**config.mk**
```make
export PLATFORM = sky130hd
export DESIGN_NAME = s_type
export DESIGN_NICKNAME = d
export VERILOG_FILES = /design/src/rtl/s_type.sv
export SDC_FILE = /design/constraint.sdc
export NUM_CORES = 1
export LEC_CHECK = 0
export ABC_AREA = 1
export CAP_MARGIN = 10
export CORE_UTILIZATION = 49
export CTS_CLUSTER_SIZE = 12
export DETAILED_ROUTE_END_ITERATION = 8
export GPL_ROUTABILITY_DRIVEN = 0
export HOLD_SLACK_MARGIN = 0.06
export PLACE_DENSITY = 0.81
export SLEW_MARGIN = 20
export SYNTH_ARGS = -nofsm -noshare
export SYNTH_HDL_FRONTEND = slang
export SYNTH_SLANG_ARGS = --single-unit
```
**constraint.sdc**
```tcl
create_clock -name clk -period 1.8 [get_ports clk]
set_input_delay 0.54 -clock clk [delete_from_list [all_inputs] [get_ports clk]]
set_output_delay 0.54 -clock clk [all_outputs]
set_load 0.03 [all_outputs]
```
**src/rtl/s_type.sv**
```systemverilog
// RV32I store unit: decodes sb/sh/sw, forms the effective address and drives one
// byte-lane-aligned write with a d_we/d_ack handshake, then pulses done (with err).
module s_type #(
  parameter int TIMEOUT = 16
) (
  input  logic        clk,
  input  logic        rst_n,
  input  logic        start,
  input  logic [6:0]  opcode,
  input  logic [2:0]  funct3,
  input  logic [11:0] imm,
  input  logic [31:0] in1,
  input  logic [31:0] in2,
  output logic        busy,
  output logic        done,
  output logic        err,
  output logic [31:0] d_addr,
  output logic [31:0] d_wdata,
  output logic [3:0]  d_be,
  output logic        d_we,
  input  logic        d_ack,
  output logic [1:0]  dbg_state
);

  localparam int CW = $clog2(TIMEOUT + 1);
  localparam logic [6:0] OP_STORE = 7'b0100011;

  typedef enum logic [1:0] {
    ST_IDLE = 2'd0,
    ST_REQ  = 2'd1,
    ST_RESP = 2'd2
  } state_t;

  // Handshake: d_we is held from the first REQ cycle until d_ack is sampled
  // high at a rising edge or TIMEOUT REQ cycles elapse; d_ack is ignored otherwise.
  state_t          r_state;
  state_t          w_next;
  logic [CW-1:0]   r_cnt;
  logic [31:0]     r_addr;
  logic [31:0]     r_wdata;
  logic [3:0]      r_be;
  logic            r_err;

  logic [31:0]     w_addr;
  logic [31:0]     w_wdata;
  logic [3:0]      w_be;
  logic            w_bad_f3;
  logic            w_misaligned;
  logic            w_fault;
  logic            w_timeout;

  assign w_addr    = in1 + {{20{imm[11]}}, imm};
  assign w_timeout = (r_cnt == CW'(TIMEOUT - 1));

  always_comb begin
    w_wdata      = in2;
    w_be         = 4'b0000;
    w_bad_f3     = 1'b0;
    w_misaligned = 1'b0;
    case (funct3)
      3'd0: begin
        w_wdata = {4{in2[7:0]}};
        w_be    = 4'b0001 << w_addr[1:0];
      end
      3'd1: begin
        w_wdata      = {2{in2[15:0]}};
        w_be         = 4'b0011 << w_addr[1:0];
        w_misaligned = w_addr[0];
      end
      3'd2: begin
        w_wdata      = in2;
        w_be         = 4'b1111;
        w_misaligned = |w_addr[1:0];
      end
      default: w_bad_f3 = 1'b1;
    endcase
  end

  assign w_fault = (opcode != OP_STORE) | w_bad_f3 | w_misaligned;

  always_ff @(posedge clk or negedge rst_n) begin
    if (!rst_n) r_state <= ST_IDLE;
    else        r_state <= w_next;
  end

  always_comb begin
    w_next = r_state;
    case (r_state)
      ST_IDLE: if (start) w_next = w_fault ? ST_RESP : ST_REQ;
      ST_REQ:  if (d_ack || w_timeout) w_next = ST_RESP;
      ST_RESP: w_next = ST_IDLE;
      default: w_next = ST_IDLE;
    endcase
  end

  always_comb begin
    busy      = (r_state != ST_IDLE);
    d_we      = (r_state == ST_REQ);
    done      = (r_state == ST_RESP);
    err       = (r_state == ST_RESP) & r_err;
    d_addr    = r_addr;
    d_wdata   = r_wdata;
    d_be      = r_be;
    dbg_state = r_state;
  end

  // Access fields are captured once at issue so the bus stays stable during REQ.
  always_ff @(posedge clk or negedge rst_n) begin
    if (!rst_n) begin
      r_cnt   <= '0;
      r_addr  <= '0;
      r_wdata <= '0;
      r_be    <= '0;
      r_err   <= 1'b0;
    end else begin
      case (r_state)
        ST_IDLE: begin
          if (start) begin
            r_cnt   <= '0;
            r_addr  <= w_addr;
            r_wdata <= w_wdata;
            r_be    <= w_fault ? 4'b0000 : w_be;
            r_err   <= w_fault;
          end
        end
        ST_REQ: begin
          if (d_ack) begin
            r_err <= 1'b0;
          end else if (w_timeout) begin
            r_err <= 1'b1;
            r_be  <= 4'b0000;
          end else begin
            r_cnt <= r_cnt + 1'b1;
          end
        end
        default: ;
      endcase
    end
  end

endmodule
```
==> summary.md <==
| Metric | Value |
|---|---|
| Diodes inserted | 0 |
| Final hold viol count | 0 |
| Number of global-route vias before repair | ~6400 |
| CTS Root Cell | sky130_fd_sc_hd__clkbuf_16 |
| Detail-routed net length per standard cell | 17.8 um |
| Yosys reg bits | between 70 and 80 |
| Critical path class | in2reg |
| Most used standard cells in the synthesized netlist | sky130_fd_sc_hd__nand2_1 (316), sky130_fd_sc_hd__inv_1 (127), sky130_fd_sc_hd__dfrtp_1 (76) |
| Total number of yosys warnings | 0 |
| Final max-slew violation count | 0 |
| Setup total negative slack | -1180 ps |
| Element type at the critical path start | input pin |
| Count of clock tree sinks | 76 |
| Worst Max-Slew Pin Slew | slightly above 400 ps |
| Critical path data arrival time | approximately 2200 ps |
| Upper clock frequency limit | between 500 and 600 MHz |
| Largest area contributor in the synthesized netlist | sky130_fd_sc_hd__dfrtp_1 |
| Proportion of layout cells with a drive suffix above 1 | roughly 28% |
| Setup ws final | -182 ps |
| H-Tree Depth | 3 |
| Period utilization | 110% |
| Layout Cell Area excl Fill | 9310 um2 |
| TritonCTS clock tree | yes |
| Most instantiated library cell after synthesis | sky130_fd_sc_hd__nand2_1 |
| Flip-flop cell with the highest count after synthesis | sky130_fd_sc_hd__dfrtp_1 |
| Clock latency at the later pin of the worst-skew pair | about 330 ps |
| Post-route worst hold slack | 224 ps |
| Setup crit end kind | flop |
| Number of enable flip-flop cells after synthesis | 0 |
| Hold crit path type | in2async |
| Clk pin slew, worst setup/hold paths | 60 ps |
| Leading cell types by total area after synthesis | sky130_fd_sc_hd__dfrtp_1 (34%), sky130_fd_sc_hd__nand2_1 (21%), sky130_fd_sc_hd__inv_1 (8.4%), sky130_fd_sc_hd__ha_1 (7.3%), sky130_fd_sc_hd__nor2_1 (5.0%) |
| Via count of the routed design | approximately 7000 |
| Number of buffers inserted by hold repair at cts | 0 |
| Register area share after synthesis | between 30% and 40% |
| Overflow left after global routing | 0 |
| Outcome | finished with violations |
| Number of instances in the synthesized netlist | 864 |
| Width of the die | approximately 110 um |
| Worst endpoint required time | between 2000 and 2500 ps |
| Initial antenna violation count | 0 |
| Max IR drop VDD | 0.713 mV |
| Post-synthesis net count | 988 |
| DRT antenna net count | 0 |
| Number of placement rows | 38 |
| Placed wire-length estimate after detailed placement | between 10000 and 15000 um |
| Violated checks | negative setup slack |
| Average cell area after synthesis | between 6 and 7 um2 |
| Overall Power | approximately 7500 uW |
| Area of the die | about 12000 um2 |
| Area of the core | ~11000 um2 |
| Detailed-router iteration count before antenna repair | 7 |
| Reported leakage power | approximately 0.0047 uW |
| Placement Setup Slack | -821 ps |
| CP max stage cell | sky130_fd_sc_hd__ha_4 |
| DRC viols | 0 |
| Overall track demand over capacity in global routing | approximately a third |
| Fraction of post-synthesis cell area in the top cell type by area | between 30% and 40% |
| Global-route wire length before repair | just under 30000 um |
| Critical path, cell by cell | buf_12 -> buf_12 -> buf_12 -> ha_4 -> nand2_2 -> nand2_2 -> a21oi_2 -> nand2_2 -> a21oi_4 -> nand3_1 -> nand3_1 -> nand2_1 |
| Count of cell types in the netlist | 38 |
| Relative contribution of the clock network to total power | 27.6% |
| DRC marker count from the first detailed-route iteration | 731 |
| Tmin final | slightly below 2000 ps |
| Max Fanout on Critical Path | 6 |
| Initial Utilization | a little over 50% |
| Total standard cell area after synthesis | ~5700 um2 |
| Top-Level Pins | about 160 |
| Number of buffers on the longest clock path | 2 |
| Total Wirelength | approximately 22000 um |
| RSZ-0062 raised after global routing | true |
| Placement Cell Area | roughly 8000 um2 |
| Number of max-cap violations | 0 |
| Power share of the combinational group | between 40 and 50% |
| Crit path largest cell delay | roughly 280 ps |
| Switching power total | around 2900 uW |
| Port buffer count | about 160 |
| Total CTS buffers | 9 |
| Share of synthesized flip-flops with an asynchronous set or reset | 100% |
| Power per unit of standard cell area | 801 nW/um2 |
| Final count of negative-setup-slack endpoints | 22 |
| Worst Skew | between 5 and 6 ps |
| Design internal power | 4580 uW |
| Die Y | roughly 110 um |
| Part of the power in registers | between 20 and 30% |
| Pin count of the biggest net entering global routing | 77 |
| Relative slew margins | roughly 73% |
| Relative area change from synthesis to final layout | 64.5% |
| Switch share | approximately two fifths |
| Via-to-Cell Ratio | between 5 and 6 |
| Final-stage net count | around 1200 |
==> registers in the layout, summed over array words and instances (netlist names) <==
signal and count:
d_wdata 32, d_addr 32, r_err 1, r_cnt 5
dbg_state 2, d_be 4
==> layout make-up <==
cell class / count / area (um2)
tap: 140 / 175
clock inverter: 6 / 114
sequential: 76 / 1900
inverter: 130 / 492
multi-input combinational: 640 / 4210
clock buffer: 9 / 225
fill: 657 / 1720
timing repair buffer: 241 / 2190
==> power by group through the flow <==
stage | registers, uW | logic [uW] | clock network [uW]
after detailed placement | 2190 | 2870 | 0
after global routing | 2190 | 3430 | 2160
after CTS | 2150 | 2910 | 2070
final | 2160 | 3240 | 2050
after floorplan | 2740 | 999 | 0
after global placement | 2170 | 2840 | 0
==> logic make-up after synthesis <==
kind of cell | Yosys count | share of synthesized area, %
AND/OR/NAND/NOR | 480 | 35.2
buffers and inverters | 148 | 10.6
AO/OA/AOI/OAI | 111 | 10.6
flip-flops | 76 | 33.6
adder cells (fa/ha/maj) | 34 | 7.65
XOR/XNOR | 15 | 2.32
==> path summary, 6_finish.rpt <==
| check | from | end | slack [ps] | cells after the start |
|---|---|---|---|---|
| worst min register to register | d_wdata[21]$_DFFE_PN0P_ | d_wdata[21]$_DFFE_PN0P_ | 480 | 2 |
| worst max-delay path | imm[11] | d_addr[28]$_DFFE_PN0P_ | -180 | 12 |
| max in group asynchronous | rst_n | d_addr[22]$_DFFE_PN0P_ | 1260 | 2 |
| worst max register to register | r_cnt[0]$_DFFE_PN0P_ | dbg_state[1]$_DFFE_PN0P_ | 110 | 9 |
| min in group clk | d_wdata[21]$_DFFE_PN0P_ | d_wdata[21]$_DFFE_PN0P_ | 480 | 2 |
| worst min-delay path | rst_n | d_wdata[0]$_DFFE_PN0P_ | 220 | 2 |
==> placed cells by master, fill, tap and decap left out, types with 13 or more instances in the layout <==
cell type	synthesis	layout
sky130_fd_sc_hd__nand2_1	316	250
sky130_fd_sc_hd__inv_1	127	115
sky130_fd_sc_hd__dlygate4sd2_1	0	104
sky130_fd_sc_hd__dfrtp_1	76	76
sky130_fd_sc_hd__buf_4	2	72
sky130_fd_sc_hd__nand2_2	14	62
sky130_fd_sc_hd__nor2_1	75	49
sky130_fd_sc_hd__clkdlybuf4s50_1	0	48
sky130_fd_sc_hd__o21ai_0	38	37
sky130_fd_sc_hd__nand3_1	46	32
sky130_fd_sc_hd__ha_4	0	30
sky130_fd_sc_hd__nand2_4	1	19
sky130_fd_sc_hd__nor2_4	1	18
sky130_fd_sc_hd__a21oi_1	34	17
sky130_fd_sc_hd__a31oi_1	17	17
sky130_fd_sc_hd__nor2_2	5	14
sky130_fd_sc_hd__inv_2	2	13
sky130_fd_sc_hd__a21oi_2	1	13
sky130_fd_sc_hd__xnor2_1	14	13
==> metrics by stage <==
step	std cells	utilization [%]
2_1_floorplan	864	-
3_3_place_gp	1218	72.4
3_5_place_dp	1218	72.4
4_1_cts	1240	80.1
5_1_grt	1242	84.4
6_report	1242	84.4
==> repair_timing <==
| item | CTS | global route |
|---|---|---|
| setup endpoints to repair | 107 | 36 |
| resized for setup | 230 | 127 |
| buffers inserted | 7 | 3 |
| cloned | 1 | 0 |
| pin swaps | 43 | 67 |
==> routing by layer <==
metal,GRT usage (%),wire length [um],vias to the layer above
li1,-,-,3184
met1,37.3,8210,3254
met2,57.3,10600,486
met3,7.05,2210,117
met4,15.0,1160,0
met5,0,0,-
==> critical path, delay by kind of cell <==
kind                     cells  cell delay, ps
adder cells (fa/ha/maj)      1             280
AND/OR/NAND/NOR              6             650
AO/OA/AOI/OAI                2             330
buffers and inverters        3             390
(Power assumes the default switching activity.)
